`src/rtl/spike_evt_pkg.sv`:
```
// rtl/spike_evt_pkg.sv - shared constants for the spike event FIFO peripheral
//
// Purpose: register addresses, CTRL/STATUS bit positions, default sizing and
//          the packed STATUS layout used by spike_event_fifo.
// Ports:   none (package).
package spike_evt_pkg;

    localparam int DEF_DEPTH = 8;
    localparam int DEF_TS_W  = 8;

    localparam logic [3:0] ADDR_EVENT  = 4'h0;
    localparam logic [3:0] ADDR_STATUS = 4'h1;
    localparam logic [3:0] ADDR_WMARK  = 4'h2;
    localparam logic [3:0] ADDR_CTRL   = 4'h3;
    localparam logic [3:0] ADDR_TSTAMP = 4'h4;

    localparam int CTRL_EN_BIT       = 0;
    localparam int CTRL_CLR_FIFO_BIT = 1;
    localparam int CTRL_CLR_OVF_BIT  = 2;

    localparam int STAT_EN_BIT    = 7;
    localparam int STAT_OVF_BIT   = 6;
    localparam int STAT_FULL_BIT  = 5;
    localparam int STAT_EMPTY_BIT = 4;

    typedef struct packed {
        logic       enable;
        logic       overflow;
        logic       full;
        logic       empty;
        logic [3:0] count;
    } status_t;

endpackage

```
`src/rtl/evt_fifo.sv`:
```
// rtl/evt_fifo.sv - synchronous event FIFO with clear and drop detection
//
// Purpose: stores event timestamps; push/pop/clear with clear highest priority.
// Ports:   clk, rst_n        - clock, asynchronous active-low reset
//          i_push, i_pop     - requests (pop ignored when empty)
//          i_clear           - empties FIFO, overrides push/pop
//          i_data            - data to push
//          o_head            - oldest entry (undefined content when empty)
//          o_count           - occupancy 0..DEPTH
//          o_full, o_empty   - occupancy flags
//          o_drop            - push rejected this cycle because FIFO is full
module evt_fifo #(
    parameter int DEPTH = 8,
    parameter int W     = 8,
    localparam int AW   = $clog2(DEPTH),
    localparam int CW   = AW + 1
) (
    input  logic          clk,
    input  logic          rst_n,
    input  logic          i_push,
    input  logic          i_pop,
    input  logic          i_clear,
    input  logic [W-1:0]  i_data,
    output logic [W-1:0]  o_head,
    output logic [CW-1:0] o_count,
    output logic          o_full,
    output logic          o_empty,
    output logic          o_drop
);

    logic [W-1:0]  r_mem [DEPTH];
    logic [AW-1:0] r_wptr;
    logic [AW-1:0] r_rptr;
    logic [CW-1:0] r_count;

    logic w_pop_ok;
    logic w_push_ok;

    assign o_count = r_count;
    assign o_empty = (r_count == '0);
    assign o_full  = (r_count == CW'(DEPTH));
    assign o_head  = r_mem[r_rptr];

    // A pop in the same cycle frees a slot, so a full FIFO still accepts the push.
    assign w_pop_ok  = i_pop && !o_empty && !i_clear;
    assign w_push_ok = i_push && (!o_full || w_pop_ok) && !i_clear;
    assign o_drop    = i_push && o_full && !w_pop_ok && !i_clear;

    always_ff @(posedge clk or negedge rst_n) begin
        if (!rst_n) begin
            r_wptr  <= '0;
            r_rptr  <= '0;
            r_count <= '0;
        end else if (i_clear) begin
            r_wptr  <= '0;
            r_rptr  <= '0;
            r_count <= '0;
        end else begin
            if (w_push_ok) begin
                r_wptr <= r_wptr + AW'(1);
            end
            if (w_pop_ok) begin
                r_rptr <= r_rptr + AW'(1);
            end
            case ({w_push_ok, w_pop_ok})
                2'b10:   r_count <= r_count + CW'(1);
                2'b01:   r_count <= r_count - CW'(1);
                default: r_count <= r_count;
            endcase
        end
    end

    // Storage needs no reset; occupancy and pointers define validity.
    always_ff @(posedge clk) begin
        if (w_push_ok) begin
            r_mem[r_wptr] <= i_data;
        end
    end

endmodule

```
`src/rtl/spike_event_fifo.sv`:
```
// rtl/spike_event_fifo.sv - timestamped spike event queue with register interface
//
// Purpose: timestamps incoming spikes, queues them in evt_fifo, exposes a small
//          register map and a watermark interrupt.
// Ports:   clk, rst_n       - clock, asynchronous active-low reset
//          spike_in         - per-cycle spike flag
//          address          - register address
//          data_write       - write strobe, data_in is write data
//          data_read        - read strobe; at EVENT it pops the FIFO
//          data_out         - combinational read data
//          irq              - watermark interrupt (level)
module spike_event_fifo
    import spike_evt_pkg::*;
#(
    parameter int DEPTH = DEF_DEPTH,
    parameter int TS_W  = DEF_TS_W
) (
    input  logic       clk,
    input  logic       rst_n,
    input  logic       spike_in,
    input  logic [3:0] address,
    input  logic       data_write,
    input  logic [7:0] data_in,
    input  logic       data_read,
    output logic [7:0] data_out,
    output logic       irq
);

    localparam int CNT_W = $clog2(DEPTH) + 1;

    logic            r_enable;
    logic            r_overflow;
    logic [7:0]      r_watermark;
    logic [TS_W-1:0] r_tstamp;

    logic             w_wr_ctrl;
    logic             w_clr_fifo;
    logic             w_clr_ovf;
    logic             w_push;
    logic             w_pop;
    logic             w_drop;
    logic [TS_W-1:0]  w_head;
    logic [CNT_W-1:0] w_count;
    logic             w_full;
    logic             w_empty;
    status_t          w_status;

    assign w_wr_ctrl  = data_write && (address == ADDR_CTRL);
    assign w_clr_fifo = w_wr_ctrl && data_in[CTRL_CLR_FIFO_BIT];
    assign w_clr_ovf  = w_wr_ctrl && data_in[CTRL_CLR_OVF_BIT];
    assign w_push     = spike_in && r_enable;
    assign w_pop      = data_read && (address == ADDR_EVENT);

    evt_fifo #(
        .DEPTH (DEPTH),
        .W     (TS_W)
    ) u_fifo (
        .clk     (clk),
        .rst_n   (rst_n),
        .i_push  (w_push),
        .i_pop   (w_pop),
        .i_clear (w_clr_fifo),
        .i_data  (r_tstamp),
        .o_head  (w_head),
        .o_count (w_count),
        .o_full  (w_full),
        .o_empty (w_empty),
        .o_drop  (w_drop)
    );

    always_ff @(posedge clk or negedge rst_n) begin
        if (!rst_n) begin
            r_enable    <= 1'b0;
            r_overflow  <= 1'b0;
            r_watermark <= 8'h00;
            r_tstamp    <= '0;
        end else begin
            if (r_enable) begin
                r_tstamp <= r_tstamp + TS_W'(1);
            end
            if (data_write && (address == ADDR_WMARK)) begin
                r_watermark <= data_in;
            end
            if (w_wr_ctrl) begin
                r_enable <= data_in[CTRL_EN_BIT];
            end
            // Clearing wins over a drop landing in the same cycle.
            if (w_clr_ovf) begin
                r_overflow <= 1'b0;
            end else if (w_drop) begin
                r_overflow <= 1'b1;
            end
        end
    end

    // Watermark 0 disables the interrupt; values above DEPTH can never be met.
    assign irq = r_enable && (r_watermark != 8'h00) && (8'(w_count) >= r_watermark);

    always_comb begin
        w_status          = '0;
        w_status.enable   = r_enable;
        w_status.overflow = r_overflow;
        w_status.full     = w_full;
        w_status.empty    = w_empty;
        w_status.count    = 4'(w_count);
    end

    always_comb begin
        data_out = 8'h00;
        case (address)
            ADDR_EVENT:  data_out = w_empty ? 8'h00 : 8'(w_head);
            ADDR_STATUS: data_out = w_status;
            ADDR_WMARK:  data_out = r_watermark;
            ADDR_CTRL:   data_out = {7'd0, r_enable};
            ADDR_TSTAMP: data_out = 8'(r_tstamp);
            default:     data_out = 8'h00;
        endcase
    end

endmodule

```
`config.mk`:
```
export PLATFORM = sky130hd
export DESIGN_NAME = spike_event_fifo
export DESIGN_NICKNAME = d
export VERILOG_FILES = /design/src/rtl/spike_evt_pkg.sv /design/src/rtl/evt_fifo.sv /design/src/rtl/spike_event_fifo.sv
export SDC_FILE = /design/constraint.sdc
export NUM_CORES = 1
export LEC_CHECK = 0
export ABC_AREA = 0
export BUFFER_PORTS_ARGS = -buffer_cell sky130_fd_sc_hd__buf_2
export CORE_UTILIZATION = 52
export CTS_CLUSTER_SIZE = 40
export DETAILED_ROUTE_END_ITERATION = 10
export GPL_ROUTABILITY_DRIVEN = 1
export PLACE_DENSITY = 0.8
export REMOVE_ABC_BUFFERS = 1
export SYNTH_ARGS = -nofsm -noshare
export SYNTH_HDL_FRONTEND = slang
export SYNTH_SLANG_ARGS = --single-unit
```
`constraint.sdc`:
```
create_clock -name clk -period 3.5 [get_ports clk]
set_clock_uncertainty 0.05 [all_clocks]
set_input_delay 1.05 -clock clk [delete_from_list [all_inputs] [get_ports clk]]
set_output_delay 1.05 -clock clk [all_outputs]
set_load 0.01 [all_outputs]
```
# After elaboration in Yosys (flattened, before gate mapping)
# Memories as Yosys holds them, arrays and structs flattened.
# Index checks and enable logic that the tools add are counted.
[totals] reg_bits=28 mem_bits_rw=64 input_bits=17 wordCells=60 mem_count=1
[mem_list] name="u_fifo.r_mem" words=8 width=8 rd=1 rd_clocked_by_memory_dff=0 write_ports=1 line="evt_fifo.sv:31" source="logic [W-1:0] r_mem [DEPTH];"
[op_classes] addsub=5 n_lt_le_gt_ge=1 eq_ne=7 n_mux=12 reduce_logical=27
[ops] op="8-bit one-hot mux with 5 select lines" n=1
[ops] op="1-bit logical AND" n=15
[ops] op="3-bit two-way mux" n=4
[ops] op="8-bit by 1-bit adder with 8-bit output, second input constant" n=1
[ops] op="4-bit by 2-bit == test with 1-bit output, second input constant" n=2
[ops] op="4-bit by 8-bit >= comparator with 1-bit output" n=1
[ops] op="4-bit zero test" n=2
[ops] op="8-bit two-way mux" n=1
[ops] op="4-bit one-hot mux with 2 select lines" n=1
[ops] op="8-bit nonzero test" n=1
[ops] op="3-bit by 1-bit adder with 3-bit output, second input constant" n=2
[ops] op="2-bit nonzero test" n=3
[ops] op="4-bit by 1-bit adder with 4-bit output, second input constant" n=1
[ops] op="4-bit by 1-bit == test with 1-bit output, second input constant" n=1
[ops] op="4-bit by 3-bit == test with 1-bit output, second input constant" n=1
[ops] op="4-bit == test, second input constant" n=1
[ops] op="1-bit zero test" n=4
[ops] op="1-bit two-way mux" n=4
[ops] op="4-bit two-way mux" n=1
[ops] op="4-bit by 1-bit subtractor with 4-bit output, second input constant" n=1
[ops] op="3-bit nonzero test" n=1
[ops] op="2-bit by 1-bit == test with 1-bit output, second input constant" n=1
[ops] op="2-bit == test, second input constant" n=1
[ops] op="1-bit logical OR" n=1

# Depth between registers and ports, before layout
[logic_depth] depth_word=11 ltp_mapped=11 ltp_nobuf=10

# By module
# Synthesis repeated with hierarchy kept, for this count alone.
[hier_totals] hier_cells=301 area_unflattened_um2=4362.9
[modules_own_cells] mod="evt_fifo" instances=1 cells_per_inst=186 area_each_um2=3163.0 seq_area_each_um2=2172.1
[modules_own_cells] mod="spike_event_fifo" instances=1 cells_per_inst=115 area_each_um2=1199.9 seq_area_each_um2=450.4

# Worst setup path before layout
# Ideal clock, no wire load.
[synth_path] kind="input to register" start="input port address[1]" end="register u_fifo.r_count[3], in the netlist u_fifo.o_count[3]" setup_ns=0.079 arrival_time_ns=3.623 t_required_ns=3.371 setup_slack_ns=-0.253 stages=8 n_path_buf=0 path_cell_list="or4_4 o211a_4 or3_2 ha_1 ha_1 a31o_2 a211oi_1 mux2i_1"
[synth_via] elab_chain_len=11 word_cells_on_any_way=16 classes_between="eq/ne: 3; mux: 2; reduce/logical: 11"
[synth_lines] item="from (decl)" line="spike_event_fifo.sv:21" source="input logic [3:0] address,"
[synth_lines] item="4-bit by 2-bit == test with 1-bit output" line="spike_event_fifo.sv:48" source="assign w_wr_ctrl = data_write && (address == ADDR_CTRL);"
[synth_lines] item="1-bit logical AND" line="spike_event_fifo.sv:48"
[synth_lines] item="1-bit logical AND" line="spike_event_fifo.sv:49" source="assign w_clr_fifo = w_wr_ctrl && data_in[CTRL_CLR_FIFO_BIT];"
[synth_lines] item="1-bit zero test" line="evt_fifo.sv:45, evt_fifo.sv:46"
[synth_lines] item="1-bit logical AND" line="evt_fifo.sv:45" source="assign w_pop_ok = i_pop && !o_empty && !i_clear;"
[synth_lines] item="1-bit logical OR" line="evt_fifo.sv:46" source="assign w_push_ok = i_push && (!o_full || w_pop_ok) && !i_clear;"
[synth_lines] item="1-bit logical AND (2 in series)" line="evt_fifo.sv:46"
[synth_lines] item="2-bit by 1-bit == test with 1-bit output or 2-bit == test (tied branches)" line="evt_fifo.sv:65" source="case ({w_push_ok, w_pop_ok})"
[synth_lines] item="4-bit one-hot mux with 2 select lines" line="evt_fifo.sv:65"
[synth_lines] item="4-bit two-way mux" line="evt_fifo.sv:54" source="end else if (i_clear) begin"
[synth_lines] item="to (signal assigned)" line="evt_fifo.sv:66" source="2'b10: r_count <= r_count + CW'(1);"
[synth_lines] item="to (signal assigned)" line="evt_fifo.sv:67" source="2'b01: r_count <= r_count - CW'(1);"
[synth_lines] item="to (signal assigned)" line="evt_fifo.sv:68" source="default: r_count <= r_count;"
[synth_lines] item="to (decl)" line="evt_fifo.sv:34" source="logic [CW-1:0] r_count;"
# Several ways; a longest one is shown, not always the timed one.
# A chain may end at the register's enable or synchronous reset.

# Final worst setup path
[layout_path] start="input port address[1]" end="output port data_out[3]"
[layout_via] elab_chain_len=2 word_cells_on_any_way=6 classes_between="eq/ne: 4; mux: 1; reduce/logical: 1"
[layout_lines] item="4-bit by 3-bit == test with 1-bit output, or another cell as far along" line="spike_event_fifo.sv:110" source="case (address)"
[layout_lines] item="8-bit one-hot mux with 5 select lines (*)" line="spike_event_fifo.sv:110"
[layout_lines] item="to (decl)" line="spike_event_fifo.sv:25" source="output logic [7:0] data_out,"
# Mark *: on every way between the ends. The rest lies on a longest branch, timed or not.

==> run summary <==
Run status = complete, but fails checks
Failing checks = negative setup slack
Min-Delay Endpoint = r_watermark[7]
Sw frac = 34.65%
# fillers = 564
CP Buf/Inv Count = 4
Total Routed Length = 8866 µm
Fraction of final layout cells sized beyond drive strength 1 = 34.81%
First-pass GRT wire length = 14050 µm
Power Dens Cells = 658.6 nW/µm²
Dpl hpwl = 6017 µm
Period utilization = 102.3%
Ys async rst share = 30.43%
EDFF count, synth = 64
CTS tree = done
Leading area contributor after synthesis = edfxtp_1
Post-synthesis compound-gate area fraction = 6.177%
Crit path top cell by count = buf_6
Clock buffer depth = 2
Syn. warnings = 0
Nets = 362
Worst path max stage delay = 530 ps
Final Wtd Congestion = 0.8524
Setup_tns = -526.7 ps
Post-place setup slack = -351.5 ps
Reg-to-reg slack, setup = 980 ps
Placed Cells = 423
Reg clk slew, reported paths = 100 ps
Adder-Cell Fraction of Synth Area = 3.314%
Mux share of post-synthesis cell area = 12.84%
Crit end category = primary output
Worst R2R Path Depth = 11
Max Freq = 0.2792 GHz
Detailed Routing Iterations Pass 1 = 5
Die Span X = 91.37 µm
Maximum vdd drop = 402.1 µV
Final core occ = 63.33%
Crit-path max FO = 8
Top-count cell post-synth = edfxtp_1
Syn avg cell area = 15.05 µm²
Hold path depth = 1
I/O Pins = 26
Initial DRC count = 367
Root Buffer = clkbuf_8
Min-delay src = r_watermark[7]
Total track usage = 22.95%
Final number of hold-violating endpoints = 0
Final setup fails = 8
Initial antenna violation count = 0
R2R Path End = u_fifo.o_count[2]
Mapped Area = 4153 µm²
Cts bufs inserted = 9
Synth cell types = 43
Antenna-violating nets left = 0
Placement row count = 32
Crit-path cells = buf_6, or4_4, buf_6, nor3b_4, buf_6, a22oi_2, nand3_1, buf_2
DP Area = 4589 µm²
NetSw = 1.117 mW
Register bit total from synthesis = 92
PortBufs = 25
Register area share after synthesis = 63.15%
Setup crit start = address[1]
Vias in the first global route = 2628
Post-synth top flop = edfxtp_1
Synth area leaders = edfxtp_1 46%, dfrtp_1 17%, mux4_2 8.7%
Core area = 7727 µm²
Data required time of the worst path = 2400 ps
Fin. max-slew vios = 0
Hold/Removal Path Class = flip-flop to flip-flop
Startpoint types = input port
Post-synth top cells = 64 x edfxtp_1, 28 x dfrtp_1, 24 x nand2_1
Vias per cell = 6.007
Worst path depth = 8
Sink Count = 92
Post-Synthesis Cells = 276
Critical path's slowest cell = or4_4
Logic gate share of total power = 27.0%
Initial core utilization = 53.74%
Final cell count without fillers = 441
Internal power = 2.106 mW
DRC viols = 0
CTS Hold Bufs = 0
Tmin final = 3582 ps
XOR/XNOR share of the synthesized area = 2.109%
Largest net degree at the start of global routing = 29
RR Startpoint = u_fifo.o_count[1]
Die ar. = 8348 µm²
Slew margin rel. = 56.78%
Drt wl/cell = 20.10 µm
Global route overflow = 0
P_leak = 1.872 nW
ANT cells = 0
Post-route cell area = 4893 µm²
Unrepaired setup endpoints after global routing = yes
Worst setup margin = -82.22 ps
H-tree depth = 3
Worst-Margin Slew = 648.2 ps
Largest family of logic cells by synthesized area = multiplexers
WS Path Type = input port to primary output
Top Family by Delay on Critical Path = simple AND/OR/NAND/NOR gates
Clock power frac = 21.1%
Die height = 91.37 µm
Sequential power share = 51.9%
Vias = 2649
Post-synth top area share = 46.28%
Post-synthesis simple-gate area fraction = 10.97%
Area Growth Syn to Fin = 17.84%
Crit path arrival time = 2480 ps
MaxCap Viol Count = 0
Clk_lat worst skew = 360 ps
==> registers in the layout (all words and copies together) (netlist names) <==
register and cells:
u_fifo.o_count 4, u_fifo.r_wptr 3, r_watermark 8, r_overflow 1, u_fifo.r_rptr 3, r_tstamp 8
r_enable 1, u_fifo.r_mem 64
==> cell usage in the layout (no fill, tap or decap), types with 4 or more instances in the layout <==
cell,n
buf_6,5
ha_1,9
a22oi_1,7
buf_4,29
mux4_2,16
nor2_1,11
nand3_1,9
nor3_1,4
clkbuf_8,9
nand4_1,4
a21oi_1,6
mux2_2,10
inv_1,5
buf_2,23
edfxtp_1,64
xnor2_1,5
mux2i_1,6
nand2_1,24
dfrtp_1,28
a22oi_2,6
nand3b_1,5
xor2_1,5
==> worst max path at each step <==
| stage | slack (ps) | end |
|---|---|---|
| 6_report | -80 | data_out[3] |
| 5_1_grt | -130 | data_out[0] |
| 4_1_cts | -90 | data_out[0] |
| 3_5_place_dp | -350 | u_fifo.o_count[3] |
| 3_3_place_gp | -290 | u_fifo.o_count[3] |
| 2_1_floorplan | -250 | u_fifo.o_count[3] |
==> through the flow <==
stage               hold slack, ps  power [mW]
floorplan                    426.8       2.171
global placement             454.5       2.466
detailed placement           472.6       2.523
CTS                          512.9       3.227
global route                 532.9       3.378
finish                       524.1       3.223
==> layout make-up <==
| type | count | area, µm² | share of cell area (%) |
|---|---|---|---|
| clock inverter | 7 | 65.06 | 1.330 |
| tap | 102 | 127.6 | 2.608 |
| sequential | 92 | 2623 | 53.59 |
| inverter | 5 | 18.77 | 0.3835 |
| multi-input combinational | 169 | 1546 | 31.60 |
| timing repair buffer | 57 | 389.1 | 7.952 |
| clock buffer | 9 | 123.9 | 2.531 |
==> cell families after synthesis <==
group,Yosys count
AO/OA/AOI/OAI,36
flip-flops,92
XOR/XNOR,10
AND/OR/NAND/NOR,80
buffers and inverters,15
multiplexers,32
adder cells (fa/ha/maj),11
==> per-layer routing <==
metal	track usage (%)	vias to the layer above	wire length [µm]
met5	0	-	0
met4	9.524	0	215
met1	31.55	1337	3688
met3	4.858	23	581
li1	-	1191	-
met2	35.80	98	4380
==> what timing repair did <==
item | CTS | global route
gates cloned | 0 | 0
gates resized for setup | 14 | 5
setup buffers | 2 | 0
endpoints found under the setup margin | 8 | 10
pin swaps | 10 | 6
==> power by group through the flow <==
| stage | Combinational, mW | Clock, mW | Sequential (mW) |
|---|---|---|---|
| 2_1_floorplan | 0.526 | 0 | 1.64 |
| 6_report | 0.869 | 0.680 | 1.67 |
| 4_1_cts | 0.865 | 0.697 | 1.67 |
| 3_3_place_gp | 0.795 | 0 | 1.67 |
| 3_5_place_dp | 0.836 | 0 | 1.69 |
| 5_1_grt | 0.956 | 0.727 | 1.69 |
(Power assumes the default switching activity.)
